--- config.mk ---
export PLATFORM = sky130hd
export DESIGN_NAME = vga_fb_fetch
export DESIGN_NICKNAME = d
export VERILOG_FILES = /design/src/rtl/vga_pkg.sv /design/src/rtl/vga_tag_delay.sv /design/src/rtl/vga_fb_fetch.sv
export SDC_FILE = /design/constraint.sdc
export NUM_CORES = 1
export LEC_CHECK = 0
export CAP_MARGIN = 20
export CORE_AREA = 5 5 105 97
export CTS_BUF_LIST = sky130_fd_sc_hd__clkbuf_16
export CTS_CLUSTER_DIAMETER = 30
export CTS_CLUSTER_SIZE = 8
export DETAILED_ROUTE_END_ITERATION = 8
export DIE_AREA = 0 0 110 102
export PLACE_DENSITY_LB_ADDON = 0.12
export SLEW_MARGIN = 20
export SYNTH_ARGS = -nofsm -noshare
export SYNTH_HDL_FRONTEND = slang
export SYNTH_SLANG_ARGS = --single-unit
--- constraint.sdc ---
create_clock -name clk -period 4.7 [get_ports clk]
set_clock_uncertainty 0.15 [all_clocks]
set_input_delay 0.94 -clock clk [delete_from_list [all_inputs] [get_ports clk]]
set_output_delay 0.94 -clock clk [all_outputs]
set_load 0.02 [all_outputs]
--- src/rtl/vga_pkg.sv ---
// rtl/vga_pkg.sv - shared defaults, derived widths and fetch tag type for the framebuffer fetch path
package vga_pkg;

  localparam int H_RES_DEF   = 640;
  localparam int V_RES_DEF   = 480;
  localparam int PIX_W_DEF   = 12;
  localparam int SLOT_W_DEF  = 16;
  localparam int WORD_W_DEF  = 32;
  localparam int RAM_LAT_DEF = 1;
  localparam int ADDR_W_DEF  = 19;

  localparam int ROW_W = $clog2(V_RES_DEF);
  localparam int COL_W = $clog2(H_RES_DEF);

  // Wide enough for up to 256 slots per word.
  localparam int TAG_SLOT_W = 8;

  typedef struct packed {
    logic                  valid;
    logic                  in_range;
    logic                  reuse;
    logic [TAG_SLOT_W-1:0] slot;
  } fetch_tag_t;

  function automatic int frame_words(input int h_res, input int v_res, input int slots);
    return (h_res * v_res) / slots;
  endfunction

endpackage

--- src/rtl/vga_tag_delay.sv ---
// rtl/vga_tag_delay.sv - fixed-depth shift register carrying fetch tags alongside outstanding RAM reads
module vga_tag_delay
  import vga_pkg::*;
#(
  parameter int DEPTH = 1
) (
  input  logic       clk,
  input  logic       rst_n,
  input  fetch_tag_t tag_in,
  output fetch_tag_t tag_out
);

  fetch_tag_t pipe_q [DEPTH];
  fetch_tag_t pipe_d [DEPTH];

  always_comb begin
    pipe_d[0] = tag_in;
    for (int i = 1; i < DEPTH; i++) begin
      pipe_d[i] = pipe_q[i-1];
    end
  end

  always_ff @(posedge clk or negedge rst_n) begin
    if (!rst_n) begin
      for (int i = 0; i < DEPTH; i++) begin
        pipe_q[i] <= '0;
      end
    end else begin
      pipe_q <= pipe_d;
    end
  end

  assign tag_out = pipe_q[DEPTH-1];

endmodule

--- src/rtl/vga_fb_fetch.sv ---
// rtl/vga_fb_fetch.sv - framebuffer fetch: (row,col) to packed RAM word read to unpacked pixel, fixed latency
// Double-buffered frame base switching is enabled by defining VGA_FB_DOUBLE_BUF_EN.
module vga_fb_fetch
  import vga_pkg::*;
#(
  parameter int H_RES   = H_RES_DEF,
  parameter int V_RES   = V_RES_DEF,
  parameter int PIX_W   = PIX_W_DEF,
  parameter int SLOT_W  = SLOT_W_DEF,
  parameter int WORD_W  = WORD_W_DEF,
  parameter int RAM_LAT = RAM_LAT_DEF,
  parameter int ADDR_W  = ADDR_W_DEF
) (
  input  logic              clk,
  input  logic              rst_n,
  input  logic              pix_req,
  input  logic [ROW_W-1:0]  row_addr,
  input  logic [COL_W-1:0]  col_addr,
  input  logic              frame_end,
  input  logic              swap_req,
  output logic [ADDR_W-1:0] ram_addr,
  output logic              ram_rd,
  input  logic [WORD_W-1:0] ram_rdata,
  output logic [PIX_W-1:0]  pix_data,
  output logic              pix_valid,
  output logic              front_buf,
  output logic              swap_done
);

  localparam int SLOTS     = WORD_W / SLOT_W;
  localparam int SHIFT     = $clog2(SLOTS);
  localparam int PIX_CNT   = H_RES * V_RES;
  localparam int IDX_W     = $clog2(PIX_CNT);
  localparam int BUF_WORDS = frame_words(H_RES, V_RES, SLOTS);

  logic front_sel;
  logic swap_fire;

`ifdef VGA_FB_DOUBLE_BUF_EN
  localparam bit DBL_EN = 1'b1;

  logic pending_q, pending_d;
  logic front_buf_q, front_buf_d;
  logic swap_done_q, swap_done_d;

  // A swap_req arriving together with frame_end is honoured at that same frame_end.
  always_comb begin
    swap_fire   = frame_end && (pending_q || swap_req);
    pending_d   = swap_fire ? 1'b0 : (pending_q || swap_req);
    front_buf_d = front_buf_q ^ swap_fire;
    swap_done_d = swap_fire;
  end

  always_ff @(posedge clk or negedge rst_n) begin
    if (!rst_n) begin
      pending_q   <= 1'b0;
      front_buf_q <= 1'b0;
      swap_done_q <= 1'b0;
    end else begin
      pending_q   <= pending_d;
      front_buf_q <= front_buf_d;
      swap_done_q <= swap_done_d;
    end
  end

  assign front_sel = front_buf_q;
  assign front_buf = front_buf_q;
  assign swap_done = swap_done_q;
`else
  localparam bit DBL_EN = 1'b0;

  logic unused_swap;
  assign unused_swap = swap_req ^ frame_end;
  assign swap_fire   = 1'b0;
  assign front_sel   = 1'b0;
  assign front_buf   = 1'b0;
  assign swap_done   = 1'b0;
`endif

  logic [IDX_W-1:0] pix_idx_q, pix_idx_d;
  logic             s1_valid_q, s1_valid_d;
  logic             s1_in_range_q, s1_in_range_d;

  always_comb begin
    pix_idx_d     = IDX_W'(32'(row_addr) * 32'(H_RES) + 32'(col_addr));
    s1_in_range_d = (32'(row_addr) < 32'(V_RES)) && (32'(col_addr) < 32'(H_RES));
    s1_valid_d    = pix_req;
  end

  logic [ADDR_W-1:0] base, word;
  logic [ADDR_W-1:0] ram_addr_q, ram_addr_d;
  logic [ADDR_W-1:0] last_word_q, last_word_d;
  logic              hist_q, hist_d;
  logic              ram_rd_q, ram_rd_d;
  logic              issue_ok;
  fetch_tag_t        s2_tag_q, s2_tag_d;

  // hist_q marks that the previous S2 cycle touched last_word_q, so a matching word can skip the RAM.
  always_comb begin
    base              = front_sel ? ADDR_W'(BUF_WORDS) : '0;
    word              = base + ADDR_W'(pix_idx_q >> SHIFT);
    issue_ok          = s1_valid_q && s1_in_range_q;
    s2_tag_d.valid    = s1_valid_q;
    s2_tag_d.in_range = s1_in_range_q;
    s2_tag_d.reuse    = issue_ok && hist_q && (word == last_word_q);
    s2_tag_d.slot     = TAG_SLOT_W'(pix_idx_q & IDX_W'(SLOTS - 1));
    ram_rd_d          = issue_ok && !s2_tag_d.reuse;
    ram_addr_d        = ram_rd_d ? word : ram_addr_q;
    last_word_d       = ram_rd_d ? word : last_word_q;
    hist_d            = issue_ok && !swap_fire;
  end

  fetch_tag_t rd_tag;

  vga_tag_delay #(
    .DEPTH (RAM_LAT)
  ) u_tag_delay (
    .clk     (clk),
    .rst_n   (rst_n),
    .tag_in  (s2_tag_q),
    .tag_out (rd_tag)
  );

  logic [WORD_W-1:0] held_word_q, held_word_d;
  logic [WORD_W-1:0] sel_word;
  logic [SLOT_W-1:0] slot_bits;
  logic [PIX_W-1:0]  pix_data_q, pix_data_d;
  logic              pix_valid_q, pix_valid_d;

  always_comb begin
    sel_word  = rd_tag.reuse ? held_word_q : ram_rdata;
    slot_bits = '0;
    for (int k = 0; k < SLOTS; k++) begin
      if (rd_tag.slot == TAG_SLOT_W'(k)) begin
        slot_bits = sel_word[k*SLOT_W +: SLOT_W];
      end
    end
    pix_valid_d = rd_tag.valid;
    pix_data_d  = (rd_tag.valid && rd_tag.in_range) ? slot_bits[PIX_W-1:0] : '0;
    held_word_d = (rd_tag.valid && rd_tag.in_range && !rd_tag.reuse) ? ram_rdata : held_word_q;
  end

  always_ff @(posedge clk or negedge rst_n) begin
    if (!rst_n) begin
      pix_idx_q     <= '0;
      s1_valid_q    <= 1'b0;
      s1_in_range_q <= 1'b0;
      ram_addr_q    <= '0;
      ram_rd_q      <= 1'b0;
      last_word_q   <= '0;
      hist_q        <= 1'b0;
      s2_tag_q      <= '0;
      held_word_q   <= '0;
      pix_data_q    <= '0;
      pix_valid_q   <= 1'b0;
    end else begin
      pix_idx_q     <= pix_idx_d;
      s1_valid_q    <= s1_valid_d;
      s1_in_range_q <= s1_in_range_d;
      ram_addr_q    <= ram_addr_d;
      ram_rd_q      <= ram_rd_d;
      last_word_q   <= last_word_d;
      hist_q        <= hist_d;
      s2_tag_q      <= s2_tag_d;
      held_word_q   <= held_word_d;
      pix_data_q    <= pix_data_d;
      pix_valid_q   <= pix_valid_d;
    end
  end

  assign ram_addr  = ram_addr_q;
  assign ram_rd    = ram_rd_q;
  assign pix_data  = pix_data_q;
  assign pix_valid = pix_valid_q;

  localparam longint MAX_WORD = longint'(DBL_EN ? BUF_WORDS : 0) + longint'((PIX_CNT - 1) / SLOTS);

  always_ff @(posedge clk) begin
    if (rst_n) begin
      assert (MAX_WORD < (longint'(1) << ADDR_W)) else $error("vga_fb_fetch: frame words overflow ADDR_W");
      assert (PIX_W <= SLOT_W && RAM_LAT >= 1) else $error("vga_fb_fetch: bad PIX_W/SLOT_W/RAM_LAT");
      assert (SLOTS >= 1 && (SLOTS & (SLOTS - 1)) == 0) else $error("vga_fb_fetch: SLOTS not a power of two");
    end
  end

endmodule

==> results of run 1 <==
-- flip-flops by register name (all words and copies together), names as in the netlist --
signal	cells
ram_rd	1
held_word_q	24
s1_in_range_q	1
hist_q	1
pix_data	12
s2_tag_q	4
pix_idx_q	19
last_word_q	18
u_tag_delay.tag_out	4
pix_valid	1
s1_valid_q	1
-- cells in the mapped netlist, types with 2 or more instances --
master    instances
clkbuf_1          5
and3_1           12
ha_1             17
o21ai_0           5
xnor2_1          22
mux2_2           33
nand2_1           4
nor2_1            4
dfrtp_1          86
nor4_1            3
a21o_1            3
inv_1             7
xor2_1           11
nand4_1           4
fa_1              2
nor2b_1           2
nand3_1           4
mux4_2           12
buf_4             3
a21oi_1           4
mux2_4            9
-- layout make-up --
type	count	area, um2	area share [%]
Clock buffer	9	225	4.45
Tap cell	122	153	3.02
Sequential cell	86	2150	42.6
Multi-Input combinational cell	163	1650	32.7
Timing Repair Buffer	78	779	15.4
Inverter	7	26.3	0.520
Clock inverter	7	66.3	1.31
-- worst register-to-register path: cells and delay by family (launching register included) --
family | cells | cell delay, ps
flip-flops | 1 | 410
XOR/XNOR | 1 | 170
multiplexers | 1 | 410
AND/OR/NAND/NOR | 4 | 1620
-- path summary, 6_finish.rpt --
kind                                                end  depth (start not counted)
worst max-delay path                      pix_idx_q[17]                         10
worst min-delay path            u_tag_delay.tag_out[10]                          0
worst max register to register           last_word_q[3]                          6
max in group asynchronous        u_tag_delay.tag_out[8]                          1
min in group asynchronous                held_word_q[8]                          1
worst min register to register  u_tag_delay.tag_out[10]                          0
-- per-layer routing --
metal	vias up	GRT usage (%)	wire [um]
met5	-	0	0
met4	0	5.47	130
met3	11	3.98	383
met2	54	22.4	3400
met1	1134	18.8	3370
li1	1095	-	-
-- power groups by stage --
| stage | Combinational [mW] | Sequential [mW] | Clock (mW) |
|---|---|---|---|
| after floorplan | 0.259 | 1.00 | 0 |
| after global placement | 0.519 | 0.950 | 0 |
| after detailed placement | 0.525 | 0.954 | 0 |
| after CTS | 0.526 | 0.941 | 0.713 |
| after global routing | 0.561 | 0.958 | 0.739 |
| final | 0.519 | 0.939 | 0.689 |
-- layout by cell type (no fill, tap or decap), drive strengths merged, types with 3 or more instances in the layout --
master	Yosys	layout
o21ai	5	5
nand2	4	4
xor2	11	11
and3	12	12
mux2	42	42
xnor2	22	22
nand4	4	4
clkbuf	5	9
dfrtp	86	86
inv	7	10
nor4	4	4
mux4	12	12
clkdlybuf4s50	0	76
nand3	4	4
a21o	3	3
ha	17	17
nor2	4	4
conb	1	3
a21oi	4	4
-- cells by family after synthesis --
kind of cell | count (synthesis) | share of synthesized area [%]
muxes | 54 | 19.9
DFF | 86 | 55.1
and+or+nand+nor | 37 | 5.55
buffers and inverters | 18 | 2.66
xor gates and xnor gates | 33 | 7.41
AOI/OAI and AO/OA | 17 | 2.76
adders and majority gates | 19 | 6.48
other | 1 | 0.0961
==> results.yml, run 1 <==
worst_setup_path:
  slowest_delay_ps: 480
  cp_slowest_cell: "clkdlybuf4s50_1"
  cpMostUsedCell: "ha_1"
  startpoint: "row_addr[1]"
  critPathKind: "in2reg"
  r2r_setup_slack_ps: 1820
  crit_required_ps: 4760
  crit_path_max_fanout: 3
  end_kind: "flop"
  cp-start-kind: "input pin"
  critical_path.cell_chain: "clkdlybuf4s50_1 -> ha_1 -> ha_1 -> fa_1 -> a21oi_1 -> nor2_1 -> a211oi_1 -> xnor2_1 -> nand4_1 -> xor2_1"
  arrival_ps: 3520
  crit_buf_inv: 1
  rr_startpoint: "last_word_q[16]"
  path_delay_family: "adder cells"
timing:
  slew-limit-headroom_pct: 37.3
  setup_violations: 0
  finalHoldWorstSlack_ps: 201
  max_freq_ghz: 0.289
  period_needed_ps: 3460
  drv_slew: 0
  rsz0062_at_grt: "false"
  min_period_over_period_pct: 73.7
  hold_viol_final: 0
  tightest_slew_ps: 940
  layout_setup_ws_ps: 1240
  setup_tns_ps: 0
final_layout:
  fillCellCount: 776
  final_core_util_pct: 56.4
  antennaDiodeCount: 0
  final_cell_area_um2: 5060
  final_cells: 472
  nNetsFinal: 420
  area_delta_synth_final_pct: 29.6
  drive_above_1_share_pct: 20.3
run_status:
  status: "finished, final reports clean"
floorplan:
  dieArea_um2: 11200
  io_pins: 91
  start_util_pct: 43.6
  core_area_um2: 8960
  rows: 33
  die-width_um: 110
  dieHeight_um: 102
global_routing:
  track_usage_pct: 14.3
  grt_pass1_vias: 2489
  grt_pass1_wl_um: 12100
  overflow: 0
  grt_start_max_net_pins: 87
  antenna_found_initial: 0
clock_tree:
  clock_latency_ps: 330
  numCtsBuffers: 9
  cts.path.max_buffers: 2
  hold_buffers: 0
  cts.sink_count: 86
  cts_resized: 0
  cts_max_level: 3
  clock-root-buffer: "clkbuf_16"
  path_clk_slew_ps: 60
  post_cts_buffers: 0
  cts_tree: "built"
synthesis:
  post-synth-top-area-cell: "dfrtp_1"
  netlist.area_leader.share_pct: 55.1
  synth_edf_count: 0
  syn_inst: 265
  synth_seq_cells: 86
  yosysWarnings: 0
  ys_seq_area_share_pct: 55.1
  yosysUniqueCellTypes: 34
  synthArstFlopShare_pct: 100
  ys_top_cells_by_area: "dfrtp_1, mux2_2, mux4_2"
  postSynthAreaPerCell_um2: 14.7
  synth_ff_type: "dfrtp_1"
  synth_area_um2: 3900
routing:
  wire_per_inst_um: 15.4
  drt_iter0_markers: 62
  vias: 2294
  drc: 0
  detail-route-antenna-nets: 0
  firstDrtPassIters: 4
  vias_per_cell: 4.86
  routed_wl_um: 7290
placement:
  post-place-ws_ps: 876
  placed_cells_incl_taps: 456
  portBuffers: 77
  post_dp_cell_area_um2: 4760
  gp_congestion: 0.737
  dp_hpwl_um: 5280
min_path:
  hold_path_class: "reg2reg"
  holdCritStartpoint: "s2_tag_q[10]"
power_and_ir_drop:
  switching_share_pct: 27.5
  clockPowerShare_pct: 32.1
  p_leak_nw: 2.20
  power_mw: 2.15
  power_frac_comb_pct: 24.2
  power.switching_mw: 0.590
  p_int_mw: 1.56
  ir_drop_v: 0.000213
  powerDensity_nw_per_um2: 425
  seqPwrFrac_pct: 43.7
flow_run:
  cap_violations: 0
Note: power is estimated with default switching activity, not from simulation.
==> run 2: changes to the inputs <==
Clock period 4.7 ns to 3.15 ns, I/O delays scaled along.
==> results.yml, run 2 (synthesis results as in run 1) <==
flow_run:
  cap_violations: 0
run_status:
  status: "finished, final reports clean"
routing:
  detail-route-antenna-nets: 0
  vias: 2383
  drt_iter0_markers: 40
  firstDrtPassIters: 4
  drc: 0
  routed_wl_um: 7730
  vias_per_cell: 4.81
  wire_per_inst_um: 15.6
power_and_ir_drop:
  ir_drop_v: 0.000293
  power_mw: 3.23
  powerDensity_nw_per_um2: 616
  p_leak_nw: 2.31
worst_setup_path:
  rr_startpoint: "last_word_q[5]"
  r2r_setup_slack_ps: 770
  rr_worst_depth: 7
  arrival_ps: 3070
  critPathKind: "in2reg"
  reg2reg_to: "last_word_q[3]"
  crit_path_max_fanout: 3
  crit_required_ps: 3200
  end_kind: "flop"
  cp-start-kind: "input pin"
timing:
  hold_viol_final: 0
  drv_slew: 0
  setup_violations: 0
  layout_setup_ws_ps: 139
  slew-limit-headroom_pct: 52.8
  min_period_over_period_pct: 95.6
  rsz0062_at_grt: "false"
  max_freq_ghz: 0.332
  tightest_slew_ps: 709
  period_needed_ps: 3010
floorplan:
  rows: 33
  start_util_pct: 43.6
  die-width_um: 110
  dieHeight_um: 102
  core_area_um2: 8960
  dieArea_um2: 11200
  io_pins: 91
placement:
  placed_cells_incl_taps: 479
  post-place-ws_ps: -285
  gp_congestion: 0.752
  portBuffers: 77
  dp_hpwl_um: 5640
global_routing:
  overflow: 0
  grt_pass1_vias: 2626
  track_usage_pct: 15.3
  grt_start_max_net_pins: 55
  grt_pass1_wl_um: 13000
  antenna_found_initial: 0
clock_tree:
  hold_buffers: 0
  path_clk_slew_ps: 70
  clock-root-buffer: "clkbuf_16"
  cts_resized: 0
  post_cts_buffers: 0
  clock_latency_ps: 330
  cts.sink_count: 86
  cts_max_level: 3
  cts.path.max_buffers: 2
  numCtsBuffers: 9
  cts_tree: "built"
final_layout:
  regArea_um2: 2150
  antennaDiodeCount: 0
  fillCellCount: 746
  final_common_cell: "dfrtp_1"
  multi_input_area_um2: 1670
  reg.largest.list: "held_word_q x24, pix_idx_q x19, last_word_q x18"
  final_cell_mix: "dfrtp_1, clkdlybuf4s50_1, mux2_2"
  largest_register_ffs: 24
  area_delta_synth_final_pct: 34.3
  final_cells: 495
  drive_above_1_share_pct: 26.0
  nNetsFinal: 443
  regMostFlops: "held_word_q"
min_path:
  hold_path_class: "in2async"
[run 2: cell count changes in the layout (fill, tap and decap cells not counted), sizes merged]
cell      before  now
buf            2   25
bufinv         1    0
clkinv         1    4
clkinvlp       2    1
inv           10    9
[run 2: stage by stage]
stage | TNS (ps) | hold slack (ps) | instance area [um2] | utilization [%]
2_1_floorplan | 0 | 181 | 3910 | -
3_3_place_gp | -581 | 182 | 4950 | 55.2
3_5_place_dp | -819 | 185 | 4950 | 55.2
4_1_cts | 0 | 201 | 5230 | 58.4
5_1_grt | 0 | 201 | 5240 | 58.5
6_report | 0 | 196 | 5240 | 58.5
[run 2: worst max-delay path: stages]
cell	delay, ps
clkdlybuf4s50_1	440
ha_1	320
ha_1	230
fa_1	390
a21oi_1	210
nor2_1	80
a211oi_2	250
xnor2_1	190
nand4_1	150
xor2_1	170
[run 2: final cells by class]
type                       count  share of cell area, %
sequential                    86                   41.1
timing repair buffer         101                   18.3
clock buffer                   9                   4.30
clock inverter                 7                   1.12
tap                          122                   2.91
multi-input combinational    163                   31.8
inverter                       7                  0.501
[run 2: worst max-delay path by stage]
stage	start	endpoint	slack (ps)
6_report	row_addr[1]	pix_idx_q[17]	140
5_1_grt	row_addr[1]	pix_idx_q[17]	5
4_1_cts	row_addr[1]	pix_idx_q[17]	70
3_5_place_dp	row_addr[1]	pix_idx_q[17]	-280
3_3_place_gp	row_addr[1]	pix_idx_q[17]	-240
2_1_floorplan	row_addr[1]	pix_idx_q[17]	320
[run 2: power by group]
part | switching [mW] | total [mW] | internal (mW)
Clock | 0.450 | 0.994 | 0.544
Sequential | 0.124 | 1.40 | 1.28
Combinational | 0.357 | 0.834 | 0.477
Total | 0.931 | 3.23 | 2.30
[run 2: per-layer routing]
| metal | up-vias | GRT usage [%] | wire length (um) |
|---|---|---|---|
| li1 | 1146 | - | - |
| met1 | 1181 | 20.5 | 3570 |
| met2 | 51 | 24.3 | 3730 |
| met3 | 5 | 4.04 | 353 |
| met4 | 0 | 4.89 | 70 |
| met5 | - | 0 | 0 |
==> run 3: changes to the inputs <==
Clock period 3.15 ns to 3.1 ns, I/O delays scaled along.
==> results.yml, run 3 (synthesis results as in run 1) <==
floorplan:
  core_area_um2: 8960
  die-width_um: 110
  dieArea_um2: 11200
  rows: 33
  start_util_pct: 43.6
  dieHeight_um: 102
  io_pins: 91
run_status:
  status: "finished, final reports clean"
routing:
  detail-route-antenna-nets: 0
  firstDrtPassIters: 4
  wire_per_inst_um: 15.3
  routed_wl_um: 7550
  drc: 0
  drt_iter0_markers: 72
  vias_per_cell: 4.83
  vias: 2384
worst_setup_path:
  reg2reg_to: "last_word_q[3]"
  rr_worst_depth: 7
  end_kind: "flop"
  r2r_setup_slack_ps: 730
  endpoint: "pix_idx_q[17]"
  critPathKind: "in2reg"
  startpoint: "row_addr[1]"
  arrival_ps: 3020
  crit_required_ps: 3160
  rr_startpoint: "last_word_q[16]"
  crit_path_max_fanout: 3
  cp-start-kind: "input pin"
clock_tree:
  cts.path.max_buffers: 2
  numCtsBuffers: 9
  cts_tree: "built"
  path_clk_slew_ps: 60
  clock_latency_ps: 340
  cts_max_level: 3
  clock-root-buffer: "clkbuf_16"
  hold_buffers: 0
  cts.sink_count: 86
power_and_ir_drop:
  p_leak_nw: 2.32
  power_mw: 3.29
  ir_drop_v: 0.000315
  powerDensity_nw_per_um2: 627
final_layout:
  final_cell_area_um2: 5240
  drive_above_1_share_pct: 25.8
  reg.largest.list: "held_word_q x24, pix_idx_q x19, last_word_q x18"
  final_cell_mix: "dfrtp_1, clkdlybuf4s50_1, mux2_2"
  multi_input_area_um2: 1670
  area_delta_synth_final_pct: 34.4
  regArea_um2: 2150
  antennaDiodeCount: 0
  fillCellCount: 746
  largest_register_ffs: 24
  regMostFlops: "held_word_q"
  final_common_cell: "dfrtp_1"
  nNetsFinal: 444
timing:
  tightest_slew_ps: 664
  drv_slew: 0
  hold_viol_final: 0
  setup_tns_ps: 0
  min_period_over_period_pct: 95.2
  slew-limit-headroom_pct: 55.8
  rsz0062_at_grt: "false"
  setup_violations: 0
  max_freq_ghz: 0.339
  period_needed_ps: 2950
placement:
  post_dp_cell_area_um2: 4950
  portBuffers: 77
  dp_hpwl_um: 5590
  gp_congestion: 0.738
global_routing:
  overflow: 0
  grt_pass1_vias: 2545
  grt_pass1_wl_um: 12400
  grt_start_max_net_pins: 52
  antenna_found_initial: 0
  track_usage_pct: 14.8
min_path:
  hold_path_class: "in2async"
flow_run:
  cap_violations: 0
[run 3: repair_timing]
action,CTS,global route
setup endpoints to repair,0,2
buffers inserted,0,0
gates resized for setup,0,2
[run 3: area by class of cell]
| type | count | share of cell area [%] |
|---|---|---|
| inverter | 7 | 0.501 |
| tap | 122 | 2.91 |
| multi-input combinational | 163 | 31.8 |
| sequential | 86 | 41.0 |
| clock inverter | 5 | 1.00 |
| timing repair buffer | 102 | 18.5 |
| clock buffer | 9 | 4.29 |
[run 3: metrics by stage]
step           utilization [%]  setup slack [ps]  instances  hold WS, ps
6_report                  58.5               147        494          172
5_1_grt                   58.5              16.9        494          213
4_1_cts                   58.4              50.4        494          182
3_5_place_dp              55.3              -309        480          186
3_3_place_gp              55.3              -276        480          181
2_1_floorplan                -               276        267          174
[run 3: how the worst min path moves through the flow]
stage / end / slack [ps] / cells after the start
floorplan: held_word_q[0] / 170 / 0
CTS: held_word_q[24] / 180 / 1
detailed placement: u_tag_delay.tag_out[9] / 190 / 0
finish: held_word_q[24] / 170 / 1
global placement: u_tag_delay.tag_out[10] / 180 / 0
global route: s2_tag_q[0] / 210 / 0
[run 3: report_power, final]
group	switching (mW)	total [mW]	internal [mW]
clock	0.405	1.02	0.610
sequential	0.125	1.43	1.30
combinational	0.356	0.845	0.489
[run 3: metal layers]
| metal | track usage, % | wire (um) |
|---|---|---|
| met3 | 5.05 | 413 |
| met4 | 4.60 | 92 |
| met5 | 0 | 0 |
| met1 | 18.8 | 3370 |
| met2 | 24.0 | 3670 |
[run 3: critical path, stage by stage]
cell	delay, ps
clkdlybuf4s50_1	430
ha_1	300
ha_1	220
fa_1	390
a21oi_1	210
nor2_1	80
a211oi_2	290
xnor2_2	170
nand4_1	130
xor2_1	160
